### src/rtl/hazard_ctrl_if.sv
// Bundle between the ID/EX pipeline logic and the hazard controller: ID-stage decode in,
// forwarding selects and stall/flush controls out.
interface hazard_ctrl_if #(
  parameter int XLEN_REGS = 5,
  parameter int CNT_W     = 16
);
  // ID_valid qualifies every ID_* field in the same cycle; there is no back-pressure
  // signal, the controller samples the ID fields on every rising clock edge.
  logic                 ID_valid;
  logic [XLEN_REGS-1:0] ID_rs1;
  logic [XLEN_REGS-1:0] ID_rs2;
  logic                 ID_use_rs1;
  logic                 ID_use_rs2;
  logic [XLEN_REGS-1:0] ID_rd;
  logic                 ID_reg_write;
  logic                 ID_mem_read;
  logic                 EX_branch_taken;
  logic [1:0]           ForwardAE;
  logic [1:0]           ForwardBE;
  logic                 stall_F;
  logic                 stall_D;
  logic                 flush_D;
  logic                 flush_E;
  logic [CNT_W-1:0]     load_use_cnt;

  modport master (
    output ID_valid, ID_rs1, ID_rs2, ID_use_rs1, ID_use_rs2, ID_rd,
           ID_reg_write, ID_mem_read, EX_branch_taken,
    input  ForwardAE, ForwardBE, stall_F, stall_D, flush_D, flush_E, load_use_cnt
  );

  modport slave (
    input  ID_valid, ID_rs1, ID_rs2, ID_use_rs1, ID_use_rs2, ID_rd,
           ID_reg_write, ID_mem_read, EX_branch_taken,
    output ForwardAE, ForwardBE, stall_F, stall_D, flush_D, flush_E, load_use_cnt
  );
endinterface

### src/rtl/hazard_ctrl.sv
// Hazard controller for the 5-stage core: shadow EX/MEM/WB slots drive operand-forwarding
// selects; load-use and taken-branch detection drive stall/flush of IF/ID/EX.
module hazard_ctrl #(
  parameter int XLEN_REGS = 5,
  parameter int CNT_W     = 16
) (
  input logic          clk,
  input logic          reset_n,
  hazard_ctrl_if.slave hz
);

  typedef struct packed {
    logic                 valid;
    logic [XLEN_REGS-1:0] rs1;
    logic [XLEN_REGS-1:0] rs2;
    logic [XLEN_REGS-1:0] rd;
    logic                 reg_write;
    logic                 mem_read;
  } ex_slot_t;

  typedef struct packed {
    logic                 valid;
    logic [XLEN_REGS-1:0] rd;
    logic                 reg_write;
    logic                 mem_read;
  } mem_slot_t;

  // WB only ever acts as a forwarding source, so it does not keep mem_read.
  typedef struct packed {
    logic                 valid;
    logic [XLEN_REGS-1:0] rd;
    logic                 reg_write;
  } wb_slot_t;

  ex_slot_t         ex_q;
  ex_slot_t         ex_d;
  mem_slot_t        mem_q;
  wb_slot_t         wb_q;
  logic [CNT_W-1:0] cnt_q;

  logic       ex_writing;
  logic       mem_writing;
  logic       wb_writing;
  logic       mem_fwd_ok;
  logic       lu;
  logic       br;
  logic [1:0] fwd_a;
  logic [1:0] fwd_b;

  assign ex_writing  = ex_q.valid  & ex_q.reg_write  & (ex_q.rd  != '0);
  assign mem_writing = mem_q.valid & mem_q.reg_write & (mem_q.rd != '0);
  assign wb_writing  = wb_q.valid  & wb_q.reg_write  & (wb_q.rd  != '0);
  // A load in MEM only has its address on the ALU bus, so it cannot forward.
  assign mem_fwd_ok  = mem_writing & ~mem_q.mem_read;
  assign br          = hz.EX_branch_taken;

  assign lu = hz.ID_valid & ex_writing & ex_q.mem_read &
              ((hz.ID_use_rs1 & (hz.ID_rs1 == ex_q.rd)) |
               (hz.ID_use_rs2 & (hz.ID_rs2 == ex_q.rd)));

  // Selects depend on registered slots only; MEM is checked first since it is newer.
  always_comb begin
    fwd_a = 2'b00;
    fwd_b = 2'b00;
    if (ex_q.valid) begin
      if (mem_fwd_ok && (mem_q.rd == ex_q.rs1))     fwd_a = 2'b10;
      else if (wb_writing && (wb_q.rd == ex_q.rs1)) fwd_a = 2'b01;
      if (mem_fwd_ok && (mem_q.rd == ex_q.rs2))     fwd_b = 2'b10;
      else if (wb_writing && (wb_q.rd == ex_q.rs2)) fwd_b = 2'b01;
    end
  end

  always_comb begin
    ex_d = '0;
    if (hz.ID_valid && !lu && !br) begin
      ex_d.valid     = 1'b1;
      ex_d.rs1       = hz.ID_rs1;
      ex_d.rs2       = hz.ID_rs2;
      ex_d.rd        = hz.ID_rd;
      ex_d.reg_write = hz.ID_reg_write;
      ex_d.mem_read  = hz.ID_mem_read;
    end
  end

  always_ff @(posedge clk or negedge reset_n) begin
    if (!reset_n) begin
      ex_q  <= '0;
      mem_q <= '0;
      wb_q  <= '0;
      cnt_q <= '0;
    end else begin
      ex_q            <= ex_d;
      mem_q.valid     <= ex_q.valid;
      mem_q.rd        <= ex_q.rd;
      mem_q.reg_write <= ex_q.reg_write;
      mem_q.mem_read  <= ex_q.mem_read;
      wb_q.valid      <= mem_q.valid;
      wb_q.rd         <= mem_q.rd;
      wb_q.reg_write  <= mem_q.reg_write;
      if (lu && !br && !(&cnt_q)) cnt_q <= cnt_q + CNT_W'(1);
    end
  end

  // A taken branch squashes the would-be stalled instruction, so it overrides the stall.
  assign hz.stall_F      = lu & ~br;
  assign hz.stall_D      = lu & ~br;
  assign hz.flush_D      = br;
  assign hz.flush_E      = lu | br;
  assign hz.ForwardAE    = fwd_a;
  assign hz.ForwardBE    = fwd_b;
  assign hz.load_use_cnt = cnt_q;

endmodule

### src/flat_wrapper.sv
// flat-port wrapper written by rule: the top's interface ports become plain ports
module hazard_ctrl_flat 
#(
  parameter int XLEN_REGS = 5,
  parameter int CNT_W     = 16
)
  (clk, reset_n, hz_ID_valid, hz_ID_rs1, hz_ID_rs2, hz_ID_use_rs1, hz_ID_use_rs2, hz_ID_rd, hz_ID_reg_write, hz_ID_mem_read, hz_EX_branch_taken, hz_ForwardAE, hz_ForwardBE, hz_stall_F, hz_stall_D, hz_flush_D, hz_flush_E, hz_load_use_cnt);
  hazard_ctrl_if #(.XLEN_REGS(XLEN_REGS), .CNT_W(CNT_W)) hz_i ();
  input logic clk;
  input logic reset_n;
  input wire logic [$bits(hz_i.ID_valid)-1:0] hz_ID_valid;
  input wire logic [$bits(hz_i.ID_rs1)-1:0] hz_ID_rs1;
  input wire logic [$bits(hz_i.ID_rs2)-1:0] hz_ID_rs2;
  input wire logic [$bits(hz_i.ID_use_rs1)-1:0] hz_ID_use_rs1;
  input wire logic [$bits(hz_i.ID_use_rs2)-1:0] hz_ID_use_rs2;
  input wire logic [$bits(hz_i.ID_rd)-1:0] hz_ID_rd;
  input wire logic [$bits(hz_i.ID_reg_write)-1:0] hz_ID_reg_write;
  input wire logic [$bits(hz_i.ID_mem_read)-1:0] hz_ID_mem_read;
  input wire logic [$bits(hz_i.EX_branch_taken)-1:0] hz_EX_branch_taken;
  output wire logic [$bits(hz_i.ForwardAE)-1:0] hz_ForwardAE;
  output wire logic [$bits(hz_i.ForwardBE)-1:0] hz_ForwardBE;
  output wire logic [$bits(hz_i.stall_F)-1:0] hz_stall_F;
  output wire logic [$bits(hz_i.stall_D)-1:0] hz_stall_D;
  output wire logic [$bits(hz_i.flush_D)-1:0] hz_flush_D;
  output wire logic [$bits(hz_i.flush_E)-1:0] hz_flush_E;
  output wire logic [$bits(hz_i.load_use_cnt)-1:0] hz_load_use_cnt;
  assign hz_i.ID_valid = hz_ID_valid;
  assign hz_i.ID_rs1 = hz_ID_rs1;
  assign hz_i.ID_rs2 = hz_ID_rs2;
  assign hz_i.ID_use_rs1 = hz_ID_use_rs1;
  assign hz_i.ID_use_rs2 = hz_ID_use_rs2;
  assign hz_i.ID_rd = hz_ID_rd;
  assign hz_i.ID_reg_write = hz_ID_reg_write;
  assign hz_i.ID_mem_read = hz_ID_mem_read;
  assign hz_i.EX_branch_taken = hz_EX_branch_taken;
  assign hz_ForwardAE = hz_i.ForwardAE;
  assign hz_ForwardBE = hz_i.ForwardBE;
  assign hz_stall_F = hz_i.stall_F;
  assign hz_stall_D = hz_i.stall_D;
  assign hz_flush_D = hz_i.flush_D;
  assign hz_flush_E = hz_i.flush_E;
  assign hz_load_use_cnt = hz_i.load_use_cnt;
  hazard_ctrl #(.XLEN_REGS(XLEN_REGS), .CNT_W(CNT_W)) u_core (.clk(clk), .reset_n(reset_n), .hz(hz_i));
endmodule
### config.mk
export PLATFORM = sky130hd
export DESIGN_NAME = hazard_ctrl_flat
export DESIGN_NICKNAME = d
export VERILOG_FILES = /design/src/rtl/hazard_ctrl_if.sv /design/src/rtl/hazard_ctrl.sv /design/src/flat_wrapper.sv
export SDC_FILE = /design/constraint.sdc
export NUM_CORES = 1
export LEC_CHECK = 0
export BUFFER_PORTS_ARGS = -buffer_cell sky130_fd_sc_hd__buf_2
export CORE_MARGIN = 1.5
export CORE_UTILIZATION = 50
export CTS_BUF_LIST = sky130_fd_sc_hd__clkbuf_4 sky130_fd_sc_hd__clkbuf_8
export CTS_CLUSTER_DIAMETER = 60
export DETAILED_ROUTE_END_ITERATION = 10
export PLACE_DENSITY = 0.74
export SYNTH_ARGS = -nofsm -noshare
export SYNTH_HDL_FRONTEND = slang
export SYNTH_SLANG_ARGS = --single-unit
export TNS_END_PERCENT = 1
### constraint.sdc
create_clock -name clk -period 4.05 [get_ports clk]
set_input_delay 0.81 -clock clk [delete_from_list [all_inputs] [get_ports clk]]
set_output_delay 0.81 -clock clk [all_outputs]
set_load 0.02 [all_outputs]
==> impl_metrics.csv <==
group,metric,value,unit
status,status,"completed",
layout,syn_to_final_growth,17.3,%
clock_tree,h-tree-depth,2,
clock_tree,post-cts-setup-buffers,0,
routing,drt-met1-wl,1880,µm
worst_setup_path,r2r_slack,2.05,ns
worst_setup_path,r2r-end,"u_core.ex_q[2]",
synth,synth.cell_area,0.00227,mm²
floorplanning,start_util,52.1,%
layout,nets,272,
timing,fin_ws,1.22,ns
power,irDropWorstVdd,0.222,mV
timing,finalSetupViolCount,0,
routing,antenna_left,0,
synth,synth_edf_count,0,
worst_hold_path,whs_path_depth,0,
routing,drt_iter0_drc,72,
global_route,grt_antenna_before_repair,0,
placement,place_ws,1.27,ns
timing,worst_pin_slew,1.04,ns
clock_tree,clockBufferDepth,2,
run,cap_violations,0,
routing,avgViaCountPerCell,5.36,
worst_hold_path,min_from,"u_core.ex_q[0]",
routing,highest_layer,"met4",
worst_setup_path,crit_buf_inv,2,
worst_setup_path,cp-start-kind,"flop",
placement,gp_congestion,0.916,
worst_setup_path,endpoint_kind,"output pin",
synth,yosysMostFrequentCell,"dfrtp_1",
worst_setup_path,worstPathArrival,2.02,ns
floorplanning,die-area,0.00495,mm²
layout,num-fill-cells,352,
worst_setup_path,cpLargestDelayFamily,"simple AND/OR/NAND/NOR gates",
synth,synth_cell_type_count,29,
synth,synthTopCellsByArea,"dfrtp_1 54%, xnor2_1 13%, and2_1 5.5%",
clock_tree,cts_hold_repair.buffers,0,
worst_setup_path,slowest_delay,0.57,ns
placement,portBuffers,46,
floorplanning,die_h,70.3,µm
clock_tree,cts_tree,"done",
worst_setup_path,path_depth,5,
placement,dpl_cell_area,0.00254,mm²
power,power_density,355,mW/mm²
timing,fmax,353,MHz
clock_tree,clock_latency,0.30,ns
synth,yosys.area.top_type_share,54.1,%
timing,slew_headroom,30.5,%
layout,finalInstanceArea,0.00266,mm²
worst_setup_path,crit_path_cell_trace,"or4_4 > o21ai_4 > inv_2 > a31o_2 > buf_2",
synth,synth_top_area_cell,"dfrtp_1",
placement,dp_hpwl,3270,µm
timing,rsz0062_at_grt,"no",
synth,yosys-top-cells-count,"49 x dfrtp_1, 33 x xnor2_1, 22 x nand3_1",
floorplanning,rows,24,
timing,final_hold_viol_count,0,
timing,layout_min_cycle_time,2.83,ns
timing,maxSlewViolCount,0,
clock_tree,numCtsBuffers,5,
worst_setup_path,r2r_start,"u_core.ex_q[2]",
worst_setup_path,criticalPathCategory,"reg -> out",
synth,ys_seq_elements,49,
layout,seq_area,0.00123,mm²
synth,ys_async_sr_fraction,100,%
layout,multi_input_area,0.00101,mm²
synth,synth_ff_type,"dfrtp_1",
clock_tree,clkTransAtPathRegs,0.09,ns
global_route,grt_pass1_vias,1605,
synth,synthCells,198,
worst_setup_path,critPathSlowestCell,"or4_4",
worst_setup_path,path_max_fanout,7,
worst_setup_path,worstRegToRegCells,5,
power,p_leak,1.27,nW
routing,met3_length,147,µm
synth,synthesis.nets,222,
synth,yosysSeqAreaShare,54.1,%
routing,drt_wl_total,4320,µm
routing,drtPass1Iterations,4,
synth,ys_warn_count,0,
global_route,grt_pass1_wl,7220,µm
timing,skew,0.00963,ns
floorplanning,die_x,70.3,µm
floorplanning,io_pins,47,
worst_hold_path,holdPathEnd,"u_core.mem_q[0]",
clock_tree,clock_sink_count,49,
worst_hold_path,hp-class,"reg -> reg",
global_route,grt_max_degree,50,
layout,antenna-diode-count,0,
routing,post_drt_wl_per_cell,14.4,µm
global_route,grt_overflow_total,0,
clock_tree,cts-resized-gates,0,
routing,wl_met2,2260,µm
layout,drive_above_1_share,26.1,%
floorplanning,core_region_area,0.00435,mm²
timing,setup_tns,0,ns
routing,drc,0,
global_route,grt.total_usage,18.7,%
routing,num_vias,1614,
timing,period_share,70.0,%
clock_tree,cts-root-buf,"clkbuf_8",
synth,syn-mean-instance-area,11.5,µm²
worst_setup_path,cp_data_required_time,3.24,ns
==> how the worst max path moves through the flow <==
stage,start,endpoint,slack (ns)
finish,u_core.ex_q[2],hz_flush_E,1.22
global route,u_core.mem_q[5],hz_ForwardAE[0],1.11
CTS,u_core.ex_q[2],hz_flush_E,1.20
detailed placement,hz_ID_rs1[3],hz_stall_D,1.27
global placement,hz_ID_rs1[3],hz_stall_F,1.27
floorplan,hz_ID_rs1[1],hz_stall_F,1.08
==> registers in the layout, summed over array words and instances (netlist names) <==
name,count
u_core.ex_q,18
u_core.mem_q,8
u_core.hz.load_use_cnt,16
u_core.wb_q,7
==> layout by cell type (no fill, tap or decap), drive strengths merged <==
cell type,synthesis,routed
dfrtp,49,49
buf,3,47
xnor2,33,33
nand3,22,22
and2,20,20
xor2,10,10
nand2,9,9
nor2,8,8
nand4,8,8
nor4,6,6
clkbuf,1,6
and3,5,5
nor3,5,5
mux2,3,3
or4,3,3
o2111ai,2,2
nand2b,2,2
o21ai,2,2
o22ai,1,1
inv,1,1
a31oi,1,1
a31o,1,1
and4,1,1
nand3b,1,1
ha,1,1
bufinv,0,1
clkinvlp,0,1
==> report_power, final <==
group / switching, mW / internal [mW]
sequential: 0.0132 / 0.502
clock: 0.160 / 0.201
combinational: 0.0357 / 0.0328
==> stage by stage <==
stage	power, mW	utilization [%]	hold WS (ns)	instances
after floorplan	0.562	-	0.347	198
after global placement	0.594	58.3	0.352	293
after CTS	0.952	61.1	0.377	301
after global routing	0.988	61.1	0.390	301
after detailed placement	0.595	58.3	0.357	293
final	0.945	61.1	0.375	301
==> per-layer routing <==
layer / vias up / track usage [%]
met5: - / 0
li1: 780 / -
met1: 787 / 22.6
met2: 43 / 32.8
met4: 0 / 5.13
met3: 4 / 4.91
==> cell families (layout without fill, tap and decap cells) <==
group | count (synthesis) | count (layout) | synth area share (%)
AO/OA/AOI/OAI | 7 | 7 | 3.59
XOR/XNOR | 43 | 43 | 16.6
adder cells (fa/ha/maj) | 1 | 1 | 0.552
buffers and inverters | 5 | 56 | 1.49
flip-flops | 49 | 49 | 54.1
multiplexers | 3 | 3 | 1.49
AND/OR/NAND/NOR | 90 | 90 | 22.2
==> final cells by class <==
type | instances | share of cell area [%]
clock buffer | 6 | 3.10
clock inverter | 2 | 1.41
inverter | 1 | 0.141
multi-input combinational | 144 | 37.9
sequential | 49 | 46.1
tap | 52 | 2.45
timing repair buffer | 47 | 8.94
No activity file was read; power rests on OpenSTA's default activity.
